File: src/rtl/topk_result_packer.sv
// topk_result_packer
//   Collects the 32-bit top-k result words of one query and packs them, 16 per
//   beat, into 512-bit beats (lane k = data[32k+31:32k]). Each beat carries
//   the query's session ID, a beat index counting from 0 within the query,
//   and tlast on the final beat of the query.
// Ports:
//   clk, rst_n        kernel clock, asynchronous active-low reset
//   s_session_*       AXI-S session ID for the next query (taken only in IDLE)
//   s_result_*        AXI-S result words, TLAST marks the last word of a query
//   m_pkt_*           AXI-S output {beat_idx, session, tlast, data[511:0]}
//   msg_count         count of tlast beats handed downstream (wraps)
module topk_result_packer #(
  parameter int unsigned WORD_W    = 32,
  parameter int unsigned LANES     = 16,
  parameter int unsigned SESSION_W = 16
) (
  input  logic                              clk,
  input  logic                              rst_n,
  input  logic [SESSION_W-1:0]              s_session_TDATA,
  input  logic                              s_session_TVALID,
  output logic                              s_session_TREADY,
  input  logic [WORD_W-1:0]                 s_result_TDATA,
  input  logic                              s_result_TVALID,
  input  logic                              s_result_TLAST,
  output logic                              s_result_TREADY,
  output logic [16+SESSION_W+WORD_W*LANES:0] m_pkt_TDATA,
  output logic                              m_pkt_TVALID,
  input  logic                              m_pkt_TREADY,
  output logic [31:0]                       msg_count
);

  localparam int unsigned DATA_W     = WORD_W * LANES;
  localparam int unsigned LANE_W     = $clog2(LANES);
  localparam int unsigned SHIFT_W    = $clog2(WORD_W);
  localparam int unsigned IDX_W      = $clog2(DATA_W);
  localparam logic [LANE_W-1:0] LAST_LANE = LANE_W'(LANES - 1);

  typedef enum logic [1:0] {IDLE, ACCUM, FLUSH} state_t;

  state_t                 state, state_next;
  logic [SESSION_W-1:0]   session_q;
  logic [DATA_W-1:0]      acc;
  logic [DATA_W-1:0]      acc_wr;
  logic [DATA_W-1:0]      load_data;
  logic [LANE_W-1:0]      lane_cnt;
  logic [15:0]            beat_idx;
  logic                   flush_last;
  logic [IDX_W-1:0]       lane_base;
  logic                   out_free;
  logic                   sess_take;
  logic                   word_take;
  logic                   beat_done;
  logic                   load_out;
  logic                   load_last;

  // Output register can take a new beat if empty or being drained this cycle.
  assign out_free  = !m_pkt_TVALID || m_pkt_TREADY;
  assign lane_base = {lane_cnt, {SHIFT_W{1'b0}}};

  always_ff @(posedge clk or negedge rst_n) begin
    if (!rst_n) state <= IDLE;
    else        state <= state_next;
  end

  always_comb begin
    state_next       = state;
    s_session_TREADY = 1'b0;
    s_result_TREADY  = 1'b0;
    sess_take        = 1'b0;
    word_take        = 1'b0;
    beat_done        = 1'b0;
    load_out         = 1'b0;
    load_last        = 1'b0;
    acc_wr           = acc;
    acc_wr[lane_base +: WORD_W] = s_result_TDATA;
    case (state)
      IDLE: begin
        s_session_TREADY = 1'b1;
        if (s_session_TVALID) begin
          sess_take  = 1'b1;
          state_next = ACCUM;
        end
      end
      ACCUM: begin
        s_result_TREADY = 1'b1;
        if (s_result_TVALID) begin
          word_take = 1'b1;
          if (lane_cnt == LAST_LANE || s_result_TLAST) begin
            beat_done = 1'b1;
            if (out_free) begin
              load_out   = 1'b1;
              load_last  = s_result_TLAST;
              state_next = s_result_TLAST ? IDLE : ACCUM;
            end else begin
              state_next = FLUSH;
            end
          end
        end
      end
      FLUSH: begin
        if (out_free) begin
          load_out   = 1'b1;
          load_last  = flush_last;
          state_next = flush_last ? IDLE : ACCUM;
        end
      end
      default: state_next = IDLE;
    endcase
    // In FLUSH the completed beat already sits in acc; otherwise it is acc
    // plus the word arriving this cycle.
    load_data = (state == FLUSH) ? acc : acc_wr;
  end

  always_ff @(posedge clk or negedge rst_n) begin
    if (!rst_n) begin
      session_q    <= '0;
      acc          <= '0;
      lane_cnt     <= '0;
      beat_idx     <= '0;
      flush_last   <= 1'b0;
      m_pkt_TDATA  <= '0;
      m_pkt_TVALID <= 1'b0;
      msg_count    <= '0;
    end else begin
      if (sess_take) begin
        session_q <= s_session_TDATA;
        beat_idx  <= '0;
        lane_cnt  <= '0;
        acc       <= '0;
      end
      if (word_take) begin
        if (beat_done) begin
          lane_cnt <= '0;
          if (!load_out) begin
            acc        <= acc_wr;
            flush_last <= s_result_TLAST;
          end
        end else begin
          acc      <= acc_wr;
          lane_cnt <= lane_cnt + 1'b1;
        end
      end
      // acc restarts from zero after each beat so unused lanes read as zero.
      if (load_out) begin
        m_pkt_TDATA <= {beat_idx, session_q, load_last, load_data};
        beat_idx    <= beat_idx + 16'd1;
        acc         <= '0;
      end
      if (load_out)          m_pkt_TVALID <= 1'b1;
      else if (m_pkt_TREADY) m_pkt_TVALID <= 1'b0;
      if (m_pkt_TVALID && m_pkt_TREADY && m_pkt_TDATA[DATA_W])
        msg_count <= msg_count + 32'd1;
    end
  end

endmodule

File: config.mk
export PLATFORM = sky130hd
export DESIGN_NAME = topk_result_packer
export DESIGN_NICKNAME = d
export VERILOG_FILES = /design/src/rtl/topk_result_packer.sv
export SDC_FILE = /design/constraint.sdc
export NUM_CORES = 2
export LEC_CHECK = 0
export CORE_MARGIN = 2
export CORE_UTILIZATION = 30
export CTS_BUF_LIST = sky130_fd_sc_hd__clkbuf_4 sky130_fd_sc_hd__clkbuf_8 sky130_fd_sc_hd__clkbuf_16
export DETAILED_ROUTE_END_ITERATION = 8
export HOLD_SLACK_MARGIN = 0.15
export PLACE_DENSITY = 0.53
export SLEW_MARGIN = 25
export SYNTH_ARGS = -nofsm -noshare
export SYNTH_HDL_FRONTEND = slang
export SYNTH_SLANG_ARGS = --single-unit
File: constraint.sdc
create_clock -name clk -period 5.2 [get_ports clk]
set_input_delay 0.52 -clock clk [delete_from_list [all_inputs] [get_ports clk]]
set_output_delay 0.52 -clock clk [all_outputs]
set_load 0.03 [all_outputs]
Word-level counts from Yosys, hierarchy flattened
Cells that the tools add are included.
{ "classes": {"n_addsub": 4, "n_eq_ne": 7, "shifts": 2, "n_mux": 38, "bitwise_logic": 1, "reduce_logical": 12} }
{ "op_table": {"columns": ["operator", "n"], "rows": [
  ["512-bit 2-to-1 mux", 4],
  ["512-bit bitwise mux", 1],
  ["32-bit by 11-bit variable shift with 512-bit output (first input constant)", 1],
  ["32-bit by 11-bit variable part select with 512-bit output", 1],
  ["32-bit by 1-bit adder with 32-bit output (second input constant)", 1],
  ["16-bit 2-to-1 mux", 2],
  ["1-bit 2-to-1 mux", 20],
  ["16-bit by 1-bit adder with 16-bit output (second input constant)", 1],
  ["4-bit 2-to-1 mux", 3],
  ["9-bit negator with 11-bit output", 1],
  ["2-bit 2-to-1 mux", 5],
  ["2-bit != test (second input constant)", 4],
  ["2-bit one-hot mux with 3 select lines", 1],
  ["2-bit nonzero test", 3],
  ["4-bit by 1-bit adder with 4-bit output (second input constant)", 1],
  ["4-bit == test (second input constant)", 1],
  ["1-bit one-hot mux with 2 select lines", 2],
  ["4-bit AND reduction", 1],
  ["3-bit AND reduction", 1],
  ["3-bit nonzero test", 1],
  ["2-bit by 1-bit == test with 1-bit output (second input constant)", 1],
  ["2-bit == test (second input constant)", 1],
  ["1-bit logical AND", 2],
  ["2-bit zero test", 1],
  ["other kinds (3)", 4]
]} }
{ "word_totals": {"reg_bits": 1129, "in_bits": 54, "out_inout_bits": 580, "word_cells": 73} }

Logic depth before layout (Yosys ltp)
{ "logic_depth": {"ltp_word": 8, "ltp_mapped": 11, "ltp_nobuf": 7} }

Least setup slack after synthesis
Ideal clock, no wire load.
{ "synth_path": {"path_kind": "reg2reg", "start": "register lane_cnt[0]", "end": "register m_pkt_TDATA[322]", "setup_ns": 0.136, "arrival_ns": 2.409, "t_required_ns": 5.064, "setup_slack_ns": 2.654, "path_stages_with_launch": 11, "path_buffers": 3, "synth_period_minus_slack_ns": 2.546, "path_cell_list": "dfrtp_1 -> buf_2 -> inv_1 -> ha_1 -> clkbuf_1 -> and3b_1 -> o21ai_1 -> nor2_1 -> buf_2 -> mux2i_1 -> o21ai_0"} }
{ "synth_between": {"elab_chain_len": 5, "word_cells_on_any_way": 10, "classes_between": "add/sub (1); eq/ne (1); shift (2); mux (5); reduce/logical (1)"} }
{ "synth_rtl": {"columns": ["item", "line_no", "rtl"], "rows": [
  ["start, declared", "45", "logic [LANE_W-1:0] lane_cnt;"],
  ["start signal, assigned", "140", "lane_cnt <= lane_cnt + 1'b1;"],
  ["branches (longest 5 deep; another with 9-bit negator with 11-bit output)", null, null],
  ["end signal, assigned", "145", "m_pkt_TDATA <= {beat_idx, session_q, load_last, load_data};"],
  ["end, declared", "26", "output logic [16+SESSION_W+WORD_W*LANES:0] m_pkt_TDATA,"]
]} }
Parallel ways; which one is timed is not known.
A chain may end at the register's enable or synchronous reset.

Final worst setup path
{ "layout_path": {"start": "register lane_cnt[1]", "end": "register acc[66]"} }
{ "layout_between": {"elab_chain_len": 6, "word_cells_on_any_way": 12, "classes_between": "add/sub (1); eq/ne (1); shift (2); mux (6); reduce/logical (2)"} }
{ "layout_rtl": {"columns": ["item", "line_no", "rtl"], "rows": [
  ["branches (longest 6 deep; another with 9-bit negator with 11-bit output)", null, null],
  ["end signal, assigned", "135", "acc <= acc_wr;"],
  ["end signal, assigned", "139", "acc <= acc_wr;"],
  ["end, declared", "42", "logic [DATA_W-1:0] acc;"]
]} }
Parallel ways; which one is timed is not known.

==> results list <==
- The flow ran to the end, and the final reports show no timing, DRC or antenna violations.
- Worst-Skew Late Latency: just under 0.8 ns
- Of the total power, the clock network draws 0.352.
- Summed over all nets, the half-perimeter wirelength after detailed placement is around 110 mm.
- Summed over all nets, the switching power comes to 10.0 mW.
- Filler cell count: 15300
- Number of placed I/O pins: around 630
- Power spread over the standard cell area amounts to 451 mW/mm2.
- Setup violations remaining at the end of the flow were counted as 0.
- Final #Nets: 4800
* End of the worst hold path: session_q[6]
- In the global route stage, overall resource usage came out at 0.203.
- Vertical die dimension: 403 um
- The worst register-to-register path begins at lane_cnt[1].
* Flop pwr share: 0.363
- After detailed routing, the average wire length per cell comes to 24.1 um.
- Setup repair after global routing left no endpoint under its margin.
- The worst setup path is captured at a register.
- DR pass1 iterations: 5
* Clock tree from TritonCTS: done
- The H-tree was split into 4 levels.
- In the final layout, the share of cells above drive strength 1 is 0.0910.
* Post-CTS repair timing setup buffer count: 0
- Together, buffers and inverters on the worst path number 1.
* Final clock skew: 0.0392 ns
- The Yosys step of the flow raised 0 warnings.
- Number of rows created at floorplan: 146
* Setup total negative slack: 0 ns
- For this run, the top clock speed supported by timing is 259 MHz.
- In this design, the stage delay of the slowest critical-path cell is 0.82 ns.
- In the routed layout, each cell is associated on average with a via count of approximately 5.2.
- Number of instances in the synthesized netlist: 4269
- Family with the most delay on the worst path: compound AO/OA/AOI/OAI gates
- P_int: 17.4 mW
* Critical Path Source: lane_cnt[1]
- Area of the mapped netlist: between 0.04 and 0.05 mm2
- Data on the critical path is required at its endpoint by 5.90 ns.
- Initial antenna violation count: 5
* Proportion of power drawn by combinational gates: 0.285
- Number of unique standard cell types used by synthesis: between 60 and 70
* Std-Cell Core Area: 0.158 mm2
- The startpoint identified for the worst hold timing path is s_session_TDATA[6].
- Final Max Tran Viols: 0
- Worst Path Max Fanout: 32
* Number of global-route vias before repair: 35200
* Crit. path cell count: 7
- The congestion estimate from routability-driven global placement came to ~0.79.
- Clock-pin slew was measured on the worst setup and hold paths at 0.06 ns.
* Die X-Extent: 403 um
* Share of the cycle needed by the critical path after routing: 0.742
- The longest clock path from root to sink contains 3 buffers.
- Yosys mapped a number of flops with a built-in enable equal to 0.
- Post-synthesis async set-or-reset flop share: 1.00
- After detailed routing, the number of remaining DRC violations is 0.
- STA classifies the critical path startpoint as a register.
- TritonCTS sink count: 1129
* Wire length of the first global-routing pass: 246 mm
* Net switching share of the total power: 0.366
- Tightest slew margin relative to the limit: 0.237
- Walking the worst path, the cells encountered are inv_1 -> ha_1 -> nor2_1 -> a32oi_1 -> o21ai_0 -> nand2_2 -> a22o_1.
* Die Footprint: 0.163 mm2
- The initial utilization of the core area, before any placement, comes to 0.302.
- Antenna violation net count after detailed routing: 0
- Final hold violations: 0
- Sequential-to-total area share from yosys stat: 0.591
* Cell at the root of the clock tree: sky130_fd_sc_hd__clkbuf_16
* Total CTS buffers: 132
* Setup slack on the worst flop-to-flop path: 1.34 ns
* Predominant post-synthesis flop cell: sky130_fd_sc_hd__dfrtp_1
* Worst Reg-to-Reg Cells: 7
- When the netlist entered floorplanning its net count stood at 4333.
- Post-Route Utilization: 0.384
* Worst Tran Pin Value: 1.14 ns
* Average size of a mapped cell: about 11 um2
- The area growth from synthesis to layout is 27.2%.
- Crit Path Category: register to register
- The routed design has 167 mm of wire.
* Final worst path period need: 3.86 ns
* Worst VDD drop: 0.356 mV
- For this run the aggregate overflow at the end of global routing stands at 0.
- Summing over every cut layer, the via total after detailed routing is 35600.
* Terminus of the critical flop-to-flop path: acc[66]
- Maximum number of pins on one net before global-route repair: 170
* Hold path cells: 2
* Class of the tightest hold or removal check: primary input to register
- The detailed router finished its first iteration with ~2700 violations.
- The tool flagged a number of max-cap violations equal to 0.
* Leak Pwr: ~26 nW
- The slowest stage of the critical path is the sky130_fd_sc_hd__a32oi_1 cell.
- In this run, synthesis produced a sequential element count of 1129.
- In this run the tool buffered the top-level ports with between 600 and 700 buffer cells.
* Data arrival, critical path: 4.56 ns
-- layout make-up --
type,count,area (um2),share of cell area
Timing Repair Buffer,743,7320,0.120
Inverter,18,67.6,0.00111
Sequential cell,1129,28300,0.465
Clock buffer,199,4050,0.0667
Antenna cell,2,5.00,0.0000823
Tap cell,2072,2590,0.0426
Clock inverter,36,515,0.00848
Multi-Input combinational cell,2712,18000,0.296
-- cell families after synthesis --
group                      share of synthesized area
AOI/OAI and AO/OA                              0.169
DFF                                            0.591
buffers and inverters                         0.0386
adders and majority gates                    0.00262
and+or+nand+nor                               0.0938
xor gates and xnor gates                     0.00694
muxes                                         0.0981
-- power by group through the flow --
stage                     Clock [mW]  Sequential, mW  Combinational, mW
after CTS                       9.88            9.98               7.87
after detailed placement           0            10.1               7.86
after global routing            10.2            10.0               8.36
after global placement             0            10.1               7.80
after floorplan                    0            10.9               3.58
final                           9.65            9.97               7.81
-- cells in the final DEF (no fill, tap or decap), types with 15 or more instances in the layout --
master / n
sky130_fd_sc_hd__buf_12: 17
sky130_fd_sc_hd__clkbuf_16: 135
sky130_fd_sc_hd__inv_1: 18
sky130_fd_sc_hd__a32o_1: 64
sky130_fd_sc_hd__mux2i_1: 448
sky130_fd_sc_hd__nand2_1: 611
sky130_fd_sc_hd__o21ai_0: 432
sky130_fd_sc_hd__nor2_1: 114
sky130_fd_sc_hd__dfrtp_1: 1128
sky130_fd_sc_hd__clkdlybuf4s50_1: 619
sky130_fd_sc_hd__nor2_4: 24
sky130_fd_sc_hd__xnor2_1: 19
sky130_fd_sc_hd__and3_1: 72
sky130_fd_sc_hd__a22o_1: 356
sky130_fd_sc_hd__mux2_2: 18
sky130_fd_sc_hd__o2bb2ai_1: 96
sky130_fd_sc_hd__a31oi_1: 66
sky130_fd_sc_hd__xor2_1: 15
sky130_fd_sc_hd__buf_4: 92
sky130_fd_sc_hd__clkbuf_4: 33
sky130_fd_sc_hd__nand3_1: 113
sky130_fd_sc_hd__clkbuf_8: 31
sky130_fd_sc_hd__o21ai_1: 117
-- metrics by stage --
stage          instance area [um2]  hold WS (ns)  power (mW)  setup slack [ns]  cells
2_1_floorplan                47800         0.224        14.5              2.65   4269
3_3_place_gp                 56200         0.440        17.9              1.26   6672
3_5_place_dp                 56200         0.448        18.0              1.19   6672
4_1_cts                      60800         0.296        27.7              1.39   6908
5_1_grt                      60800         0.322        28.6              1.17   6909
6_report                     60800         0.371        27.4              1.34   6911
-- flip-flops by register name, summed over array words and instances, names as in the netlist --
signal and count:
m_pkt_TDATA 545, acc 512, msg_count 32, beat_idx 16
session_q 16, lane_cnt 4, state 2, flush_last 1
m_pkt_TVALID 1
-- cell usage after synthesis (all sizes together), types with 4 or more instances --
cell type / n / area, um2
and3: 73 / 462
xnor2: 21 / 191
nand3: 115 / 576
o2bb2ai: 96 / 841
nor2: 138 / 558
inv: 18 / 67.6
nor2b: 5 / 31.3
a21oi: 11 / 55.1
mux2i: 448 / 4480
nor4: 4 / 40.0
and2: 6 / 37.5
nand2: 624 / 2340
nand4: 13 / 81.3
clkbuf: 248 / 931
o21ai: 552 / 2760
a22o: 356 / 3120
a21o: 4 / 30.0
or3: 9 / 56.3
o22ai: 4 / 25.0
dfrtp: 1129 / 28300
a31oi: 67 / 425
mux2: 18 / 203
ha: 10 / 125
a32o: 64 / 641
nor3: 19 / 138
buf: 162 / 848
xor2: 16 / 140
-- metal layers --
layer	track usage	vias to the layer above	wire length (um)
met4	0.0656	0	4830
li1	-	16200	-
met2	0.308	1124	75600
met1	0.281	18100	74800
met3	0.0539	214	11700
met5	0	-	0
-- how the worst max path moves through the flow --
| stage | slack [ns] | to |
|---|---|---|
| after detailed placement | 1.19 | acc[460] |
| after floorplan | 2.65 | m_pkt_TDATA[322] |
| final | 1.34 | acc[66] |
| after global placement | 1.26 | acc[454] |
| after global routing | 1.17 | acc[65] |
| after CTS | 1.39 | acc[451] |
-- worst register-to-register path: cells and delay by family, from the launching register on --
kind | cells | cell delay [ns]
simple gates | 2 | 0.94
compound gates | 3 | 1.48
fa+ha+maj | 1 | 0.66
flops | 1 | 0.56
buf+inv | 1 | 0.15
-- timing repair --
item	4_1_cts	5_1_grt
hold buffers	1	0
gates resized for setup	0	0
endpoints found under the hold margin	53	0
Note: power is estimated with default switching activity, not from simulation.
